### src/rtl/dvfs_opp_sequencer.sv
// DVFS operating-point sequencer: orders VR and PLL handshakes so voltage is
// always high enough for the frequency being applied, and reports the live OPP.
module dvfs_opp_sequencer #(
  parameter int unsigned SETTLE_CYCLES  = 64,
  parameter int unsigned TIMEOUT_CYCLES = 4096,
  parameter logic [15:0] BOOT_MV        = 16'd750,
  parameter logic [31:0] BOOT_FREQ      = 32'd400_000_000
) (
  input  logic        clk,
  input  logic        rst,
  input  logic        enable,
  input  logic [2:0]  opp_req_index,
  input  logic [31:0] freq_req,
  input  logic [15:0] volt_req,
  output logic        vr_req,
  output logic [15:0] vr_set_mv,
  input  logic        vr_ack,
  output logic        pll_req,
  output logic [31:0] pll_freq,
  input  logic        pll_lock,
  output logic [2:0]  cur_opp,
  output logic        busy,
  output logic        done,
  output logic        fault,
  input  logic        fault_clear
);

  localparam int unsigned MAX_CNT = (SETTLE_CYCLES > TIMEOUT_CYCLES) ? SETTLE_CYCLES : TIMEOUT_CYCLES;
  localparam int unsigned CNT_W   = ($clog2(MAX_CNT + 1) > 16) ? $clog2(MAX_CNT + 1) : 16;
  localparam logic [CNT_W-1:0] SETTLE_LAST  = CNT_W'(SETTLE_CYCLES - 1);
  localparam logic [CNT_W-1:0] TIMEOUT_LAST = CNT_W'(TIMEOUT_CYCLES - 1);

  typedef enum logic [2:0] {
    IDLE, V_UP, V_SETTLE, F_CHG, V_DOWN, V_SETTLE_DN
  } state_t;

  state_t           state, state_n;
  logic [CNT_W-1:0] cnt, cnt_n;
  logic [2:0]       tgt_idx, tgt_idx_n;
  logic [31:0]      tgt_f, tgt_f_n;
  logic [15:0]      tgt_v, tgt_v_n;
  logic             down, down_n;
  logic             vr_req_n, pll_req_n, busy_n, done_n, fault_n;
  logic [15:0]      vr_set_mv_n;
  logic [31:0]      pll_freq_n;
  logic [2:0]       cur_opp_n;
  logic             timeout_c;

  assign timeout_c = (cnt == TIMEOUT_LAST);

  // State and registered outputs
  always_ff @(posedge clk or posedge rst) begin
    if (rst) begin
      state     <= IDLE;
      cnt       <= '0;
      tgt_idx   <= '0;
      tgt_f     <= '0;
      tgt_v     <= '0;
      down      <= 1'b0;
      vr_req    <= 1'b0;
      vr_set_mv <= BOOT_MV;
      pll_req   <= 1'b0;
      pll_freq  <= BOOT_FREQ;
      cur_opp   <= '0;
      busy      <= 1'b0;
      done      <= 1'b0;
      fault     <= 1'b0;
    end else begin
      state     <= state_n;
      cnt       <= cnt_n;
      tgt_idx   <= tgt_idx_n;
      tgt_f     <= tgt_f_n;
      tgt_v     <= tgt_v_n;
      down      <= down_n;
      vr_req    <= vr_req_n;
      vr_set_mv <= vr_set_mv_n;
      pll_req   <= pll_req_n;
      pll_freq  <= pll_freq_n;
      cur_opp   <= cur_opp_n;
      busy      <= busy_n;
      done      <= done_n;
      fault     <= fault_n;
    end
  end

  // Next-state and next-output logic
  always_comb begin
    state_n     = state;
    cnt_n       = cnt;
    tgt_idx_n   = tgt_idx;
    tgt_f_n     = tgt_f;
    tgt_v_n     = tgt_v;
    down_n      = down;
    vr_req_n    = vr_req;
    vr_set_mv_n = vr_set_mv;
    pll_req_n   = pll_req;
    pll_freq_n  = pll_freq;
    cur_opp_n   = cur_opp;
    busy_n      = busy;
    done_n      = 1'b0;
    fault_n     = fault;

    case (state)
      IDLE: begin
        if (fault_clear) fault_n = 1'b0;
        if (enable && !fault && (opp_req_index != cur_opp)) begin
          tgt_idx_n = opp_req_index;
          tgt_f_n   = freq_req;
          tgt_v_n   = volt_req;
          busy_n    = 1'b1;
          cnt_n     = '0;
          // Equal voltage still goes through the VR handshake first
          if (volt_req >= vr_set_mv) begin
            down_n      = 1'b0;
            state_n     = V_UP;
            vr_req_n    = 1'b1;
            vr_set_mv_n = volt_req;
          end else begin
            down_n     = 1'b1;
            state_n    = F_CHG;
            pll_req_n  = 1'b1;
            pll_freq_n = freq_req;
          end
        end
      end

      V_UP, V_DOWN: begin
        if (vr_ack) begin
          vr_req_n = 1'b0;
          cnt_n    = '0;
          state_n  = (state == V_UP) ? V_SETTLE : V_SETTLE_DN;
        end else if (timeout_c) begin
          vr_req_n = 1'b0;
          fault_n  = 1'b1;
          busy_n   = 1'b0;
          state_n  = IDLE;
        end else begin
          cnt_n = cnt + CNT_W'(1);
        end
      end

      V_SETTLE: begin
        if (cnt == SETTLE_LAST) begin
          cnt_n      = '0;
          state_n    = F_CHG;
          pll_req_n  = 1'b1;
          pll_freq_n = tgt_f;
        end else begin
          cnt_n = cnt + CNT_W'(1);
        end
      end

      F_CHG: begin
        if (pll_lock) begin
          pll_req_n = 1'b0;
          cnt_n     = '0;
          if (down) begin
            state_n     = V_DOWN;
            vr_req_n    = 1'b1;
            vr_set_mv_n = tgt_v;
          end else begin
            state_n   = IDLE;
            cur_opp_n = tgt_idx;
            done_n    = 1'b1;
            busy_n    = 1'b0;
          end
        end else if (timeout_c) begin
          pll_req_n = 1'b0;
          fault_n   = 1'b1;
          busy_n    = 1'b0;
          state_n   = IDLE;
        end else begin
          cnt_n = cnt + CNT_W'(1);
        end
      end

      V_SETTLE_DN: begin
        if (cnt == SETTLE_LAST) begin
          state_n   = IDLE;
          cur_opp_n = tgt_idx;
          done_n    = 1'b1;
          busy_n    = 1'b0;
        end else begin
          cnt_n = cnt + CNT_W'(1);
        end
      end

      default: state_n = IDLE;
    endcase
  end

endmodule
### config.mk
export PLATFORM = sky130hd
export DESIGN_NAME = dvfs_opp_sequencer
export DESIGN_NICKNAME = d
export VERILOG_FILES = /design/src/rtl/dvfs_opp_sequencer.sv
export SDC_FILE = /design/constraint.sdc
export NUM_CORES = 1
export LEC_CHECK = 0
export ABC_AREA = 1
export CAP_MARGIN = 10
export CORE_AREA = 2 2 96 167
export DETAILED_ROUTE_END_ITERATION = 10
export DIE_AREA = 0 0 98 169
export PLACE_DENSITY_LB_ADDON = 0.2
export SLEW_MARGIN = 20
export SYNTH_ARGS = -nofsm -noshare
export SYNTH_HDL_FRONTEND = slang
export SYNTH_SLANG_ARGS = --single-unit
### constraint.sdc
create_clock -name clk -period 7.89 [get_ports clk]
set_clock_uncertainty 0.1 [all_clocks]
set_input_delay 0.789 -clock clk [delete_from_list [all_inputs] [get_ports clk]]
set_output_delay 0.789 -clock clk [all_outputs]
set_load 0.05 [all_outputs]
Yosys cells after proc, flatten, opt, wreduce, memory -nomap -nowiden

Cells that the tools add are included.

Flip-flop bits (word level): 127
Bits of input ports: 57
Output and inout port bits: 56
Word-level logic and storage cells: 120

$add $sub $neg: 1
Magnitude comparators: 1
Eq/ne operators: 23
Muxes and demuxes: 59
Reduce and logical (&&, ||, !) cells: 22

Operator list:

| kind                                                                    | number |
|---|---|
| 16-bit two-way mux                                                      | 10 |
| 32-bit two-way mux                                                      | 3 |
| 16-bit case mux with 5 select lines                                     | 1 |
| 32-bit case mux with 2 select lines                                     | 1 |
| 3-bit two-way mux                                                       | 11 |
| 16-bit case mux with 2 select lines                                     | 1 |
| 1-bit two-way mux                                                       | 24 |
| 2-bit != test, second input constant                                    | 12 |
| 16-bit by 1-bit adder with 16-bit output, second input constant         | 1 |
| 16-bit by 12-bit equality test with 1-bit output, second input constant | 1 |
| 16-bit by 6-bit equality test with 1-bit output, second input constant  | 1 |
| 16-bit >= comparator                                                    | 1 |
| 3-bit case mux with 5 select lines                                      | 1 |
| 5-bit AND reduction                                                     | 3 |
| 4-bit AND reduction                                                     | 3 |
| 3-bit != test, second input constant                                    | 3 |
| 1-bit case mux with 3 select lines                                      | 3 |
| 3-bit by 2-bit equality test with 1-bit output, second input constant   | 2 |
| 3-bit equality test, second input constant                              | 2 |
| 3-bit case mux with 2 select lines                                      | 1 |
| 3-bit AND reduction                                                     | 2 |
| 6-bit AND reduction                                                     | 1 |
| 2-bit nonzero test                                                      | 3 |
| 3-bit nonzero test                                                      | 2 |
| other kinds (12)                                                        | 13 |

Depth between registers and ports, before layout

Word-level depth: 5
Gate-level depth with buffers: 16
Mapped depth without buffers: 15

Worst setup path after synthesis

No wires, ideal clock.

Path type: in2reg
From: in volt_req[11]
To: reg vr_set_mv[0]
Library setup time: 119 ps
Data arrival time: 2,186 ps
Slack: 5,484 ps
Stages on the path: 8
Path buffers: 1
Path through: ha_1 a21oi_1 o21ai_0 a21oi_1 nand3_1 clkbuf_1 nand4_1 nand2_1

Word-level cells in the longest chain between the ends: 3

RTL lines:

| item                                 | line | text |
|---|---|---|
| start, declared                      | 14   | `input logic [15:0] volt_req,` |
| 16-bit >= comparator                 | 113  | `if (volt_req >= vr_set_mv) begin` |
| 2-bit != test (no source line)       | --   |  |
| 5-bit AND reduction (no source line) | --   |  |
| end signal, assigned                 | 76   | `vr_set_mv <= vr_set_mv_n;` |
| end, declared                        | 16   | `output logic [15:0] vr_set_mv,` |

Every way passes these cells.
A chain may end at the register's enable or synchronous reset.

Worst setup path in the final report

From: reg state[0]
To: reg pll_freq[0]

Word-level cells in the longest chain between the ends: 3
Elaborated cells between the ends (all ways): 8

RTL lines:

| item                                                                                | line | text |
|---|---|---|
| start, declared                                                                     | 37   | `state_t state, state_n;` |
| start signal, assigned                                                              | 69   | `state <= state_n;` |
| 3-bit by 2-bit equality test with 1-bit output or 3-bit logical NOT (tied branches) | 103  | `case (state)` |
| 2-bit != test (no source line) or 2-bit nonzero test (tied branches)                | --   |  |
| 4-bit AND reduction (no source line)                                                | --   |  |
| end signal, assigned                                                                | 78   | `pll_freq <= pll_freq_n;` |
| end, declared                                                                       | 19   | `output logic [31:0] pll_freq,` |

Parallel ways exist; a longest one is shown, timed or not.

==> flow_summary.json <==
{
  "status": "completed",
  "drive_above_1_share": 0.07473,
  "numPortBuffers": 112,
  "cellPowerDensity_nw_per_um2": 444.6,
  "num_antenna_cells": 0,
  "grt_pass1_vias": 5962,
  "gp_congestion": 0.9276,
  "crit_fanout": 55,
  "grt_pass1_wl_um": 28500,
  "crit_required_ns": 8.09,
  "syn_area_per_cell_um2": 7.553,
  "max_clock_freq_mhz": 294.4,
  "grt_remaining_overflow": 0,
  "routedWlPerCell_um": 14.24,
  "r2r-end": "pll_freq[0]",
  "clock_latency_ns": 0.42,
  "cp-start-kind": "flip-flop",
  "cp_slowest_cell": "o21ai_4",
  "finalCriticalPeriod_ns": 3.397,
  "worst_pin_slew_ns": 1.017,
  "clock_sinks": 127,
  "cpMostUsedCell": "nand2_1",
  "cts_root_buf": "clkbuf_16",
  "place_hpwl_um": 11770,
  "cts_setup_buffers": 0,
  "power_leakage_uw": 0.004231,
  "cts-resized-gates": 0,
  "synth-main-ff-cell": "dfrtp_1",
  "ir_drop_mv": 0.2541,
  "core-area_um2": 15240,
  "setup.worst_path.start": "state[0]",
  "postCtsHoldBufs": 0,
  "critPathKind": "flip-flop to flip-flop",
  "min_path_cells": 2,
  "cts.clk_slew.worst_paths_ns": 0.06,
  "critical-path-max-stage-delay_ns": 0.87,
  "yosysUniqueCellTypes": 34,
  "nFillCells": 1442,
  "worstPathCellList": "nor2_1 > inv_4 > nor2_8 > inv_2 > o21ai_4 > nand3_4 > nand2_1 > nand2_1",
  "yosysSeqAreaShare": 0.4674,
  "routed_wl_um": 17130,
  "preCtsSetupSlack_ns": 4.294,
  "rsz0062_at_grt": "no",
  "critical_path_arrival_ns": 3.60,
  "drc": 0,
  "cap_violations": 0,
  "worst_setup_path_end_kind": "flip-flop",
  "die_w_um": 98,
  "ios": 113,
  "drv_slew": 0,
  "drt_iter0_markers": 287,
  "final_antenna_net_count": 0,
  "tritoncts": "done",
  "ctsLongestPathBuffers": 2,
  "start_util": 0.4495,
  "syn-instance-count": 907,
  "finalCritPeriodShare": 0.4306,
  "holdPathEnd": "pll_freq[28]",
  "grt_max_degree": 102,
  "numCtsBuffers": 17,
  "synth_area_um2": 6850,
  "relSlewSlack": 0.3197,
  "async_flop_share": 1.000,
  "hold_class": "flip-flop to flip-flop",
  "tns_ns": 0,
  "r2r_setup_slack_ns": 4.49,
  "nNetsFinal": 1078,
  "worst_slack_ns": 4.493,
  "row_count": 60,
  "die_h_um": 169,
  "syn_to_final_growth_pct": 26.50,
  "htreeDepth": 4,
  "hp-start": "pll_freq[28]",
  "grtUsageTotal": 0.2131,
  "ys_ff_latch": 127,
  "r2r.worst_path.cells": 8,
  "vias_per_cell": 5.109,
  "hold_viol": 0,
  "synth_fp_nets": 981,
  "power_uw": 3852,
  "die_area_um2": 16560,
  "drt_first_pass_iters": 5,
  "num_vias": 6146,
  "synth_edf_count": 0,
  "yosys_warnings": 0,
  "antenna_found_initial": 0,
  "reg2reg_from": "state[0]",
  "finalSetupViolations": 0
}
-- area by class of cell --
class                           instances  area (µm²)  area share
Timing Repair Buffer                  113        1129      0.1302
Tap cell                              186       232.7     0.02686
Multi-Input combinational cell        631        3038      0.3506
Inverter                              114       435.4     0.05025
Clock buffer                           20       446.7     0.05154
Sequential cell                       127        3202      0.3695
Clock inverter                         12       182.7     0.02108
-- layout by cell type, fill, tap and decap left out, drive strengths merged --
cell type,n
o21bai,1
bufinv,4
o211ai,1
nor3,4
nand4,29
a21oi,18
clkbuf,20
nand2,297
mux2,6
or2,2
nor2,59
clkinv,2
xor2,3
clkinvlp,3
o22ai,1
o21ai,118
dfstp,19
o2111ai,1
inv,117
ha,17
buf,1
clkdlybuf4s50,112
nand3,71
xnor2,3
dfrtp,108
-- worst max-delay path, delay by kind of cell (launching register included) --
kind / cells / cell delay [ns]
AO/OA/AOI/OAI: 1 / 0.87
buffers and inverters: 2 / 0.39
AND/OR/NAND/NOR: 5 / 1.45
flip-flops: 1 / 0.41
-- cell usage after synthesis (2+ instances only) --
library cell | instances | share of area
a21oi_1 | 17 | 0.012
o21ai_1 | 2 | 0.0015
ha_1 | 17 | 0.031
mux2_2 | 6 | 0.0099
buf_1 | 5 | 0.0027
dfstp_2 | 19 | 0.073
clkbuf_1 | 14 | 0.0077
nor2_1 | 55 | 0.030
buf_4 | 2 | 0.0022
inv_4 | 2 | 0.0018
nor2_4 | 2 | 0.0033
nand2_1 | 297 | 0.16
xor2_1 | 3 | 0.0038
dfrtp_1 | 108 | 0.39
inv_2 | 4 | 0.0022
or2_2 | 2 | 0.0018
nand4_1 | 29 | 0.026
inv_1 | 108 | 0.059
buf_6 | 5 | 0.0082
buf_2 | 9 | 0.0066
nor3_1 | 3 | 0.0022
o21ai_0 | 115 | 0.084
nand3_1 | 69 | 0.050
nand3_4 | 2 | 0.0051
xnor2_1 | 3 | 0.0038
-- report_power, final --
group | leakage [µW] | internal [µW] | switching, µW
clock | 0.000298 | 540 | 296
combinational | 0.00238 | 580 | 1310
sequential | 0.00155 | 963 | 166
-- routing by layer --
metal,track usage,wire [µm],vias to the layer above
li1,-,-,3096
met1,0.2543,6930,2874
met2,0.3728,9097,138
met3,0.04046,595,38
met4,0.09058,510,0
met5,0,0,-
-- kinds of logic after synthesis --
logic type | count (synthesis) | synth area share
muxes | 6 | 0.009862
DFF | 127 | 0.4674
xor gates and xnor gates | 6 | 0.007673
adders and majority gates | 17 | 0.03105
buffers and inverters | 149 | 0.09059
and+or+nand+nor | 462 | 0.2875
AOI/OAI and AO/OA | 140 | 0.1059
-- how the worst max path moves through the flow --
| stage | slack, ns | end | depth (start not counted) |
|---|---|---|---|
| after floorplan | 3.65 | busy | 1 |
| after global placement | 4.33 | pll_freq[5] | 9 |
| after detailed placement | 4.29 | pll_freq[5] | 9 |
| after CTS | 4.46 | pll_freq[0] | 8 |
| after global routing | 4.15 | pll_freq[1] | 8 |
| final | 4.49 | pll_freq[0] | 8 |
-- through the flow --
| step | cell area (µm²) | hold slack, ns | util | std cells |
|---|---|---|---|---|
| after floorplan | 6850 | 0.3534 | - | 907 |
| after global placement | 8034 | 0.3489 | 0.5272 | 1171 |
| after detailed placement | 8034 | 0.3554 | 0.5272 | 1171 |
| after CTS | 8663 | 0.3646 | 0.5685 | 1203 |
| after global routing | 8666 | 0.3829 | 0.5686 | 1203 |
| final | 8666 | 0.3609 | 0.5686 | 1203 |
-- state kept, by name, indices dropped and copies added (netlist names) --
name	cells
tgt_f	32
cur_opp	3
busy	1
fault	1
tgt_idx	3
state	3
vr_set_mv	16
tgt_v	16
down	1
pll_freq	32
cnt	16
vr_req	1
pll_req	1
done	1
Note: power is estimated with default switching activity, not from simulation.
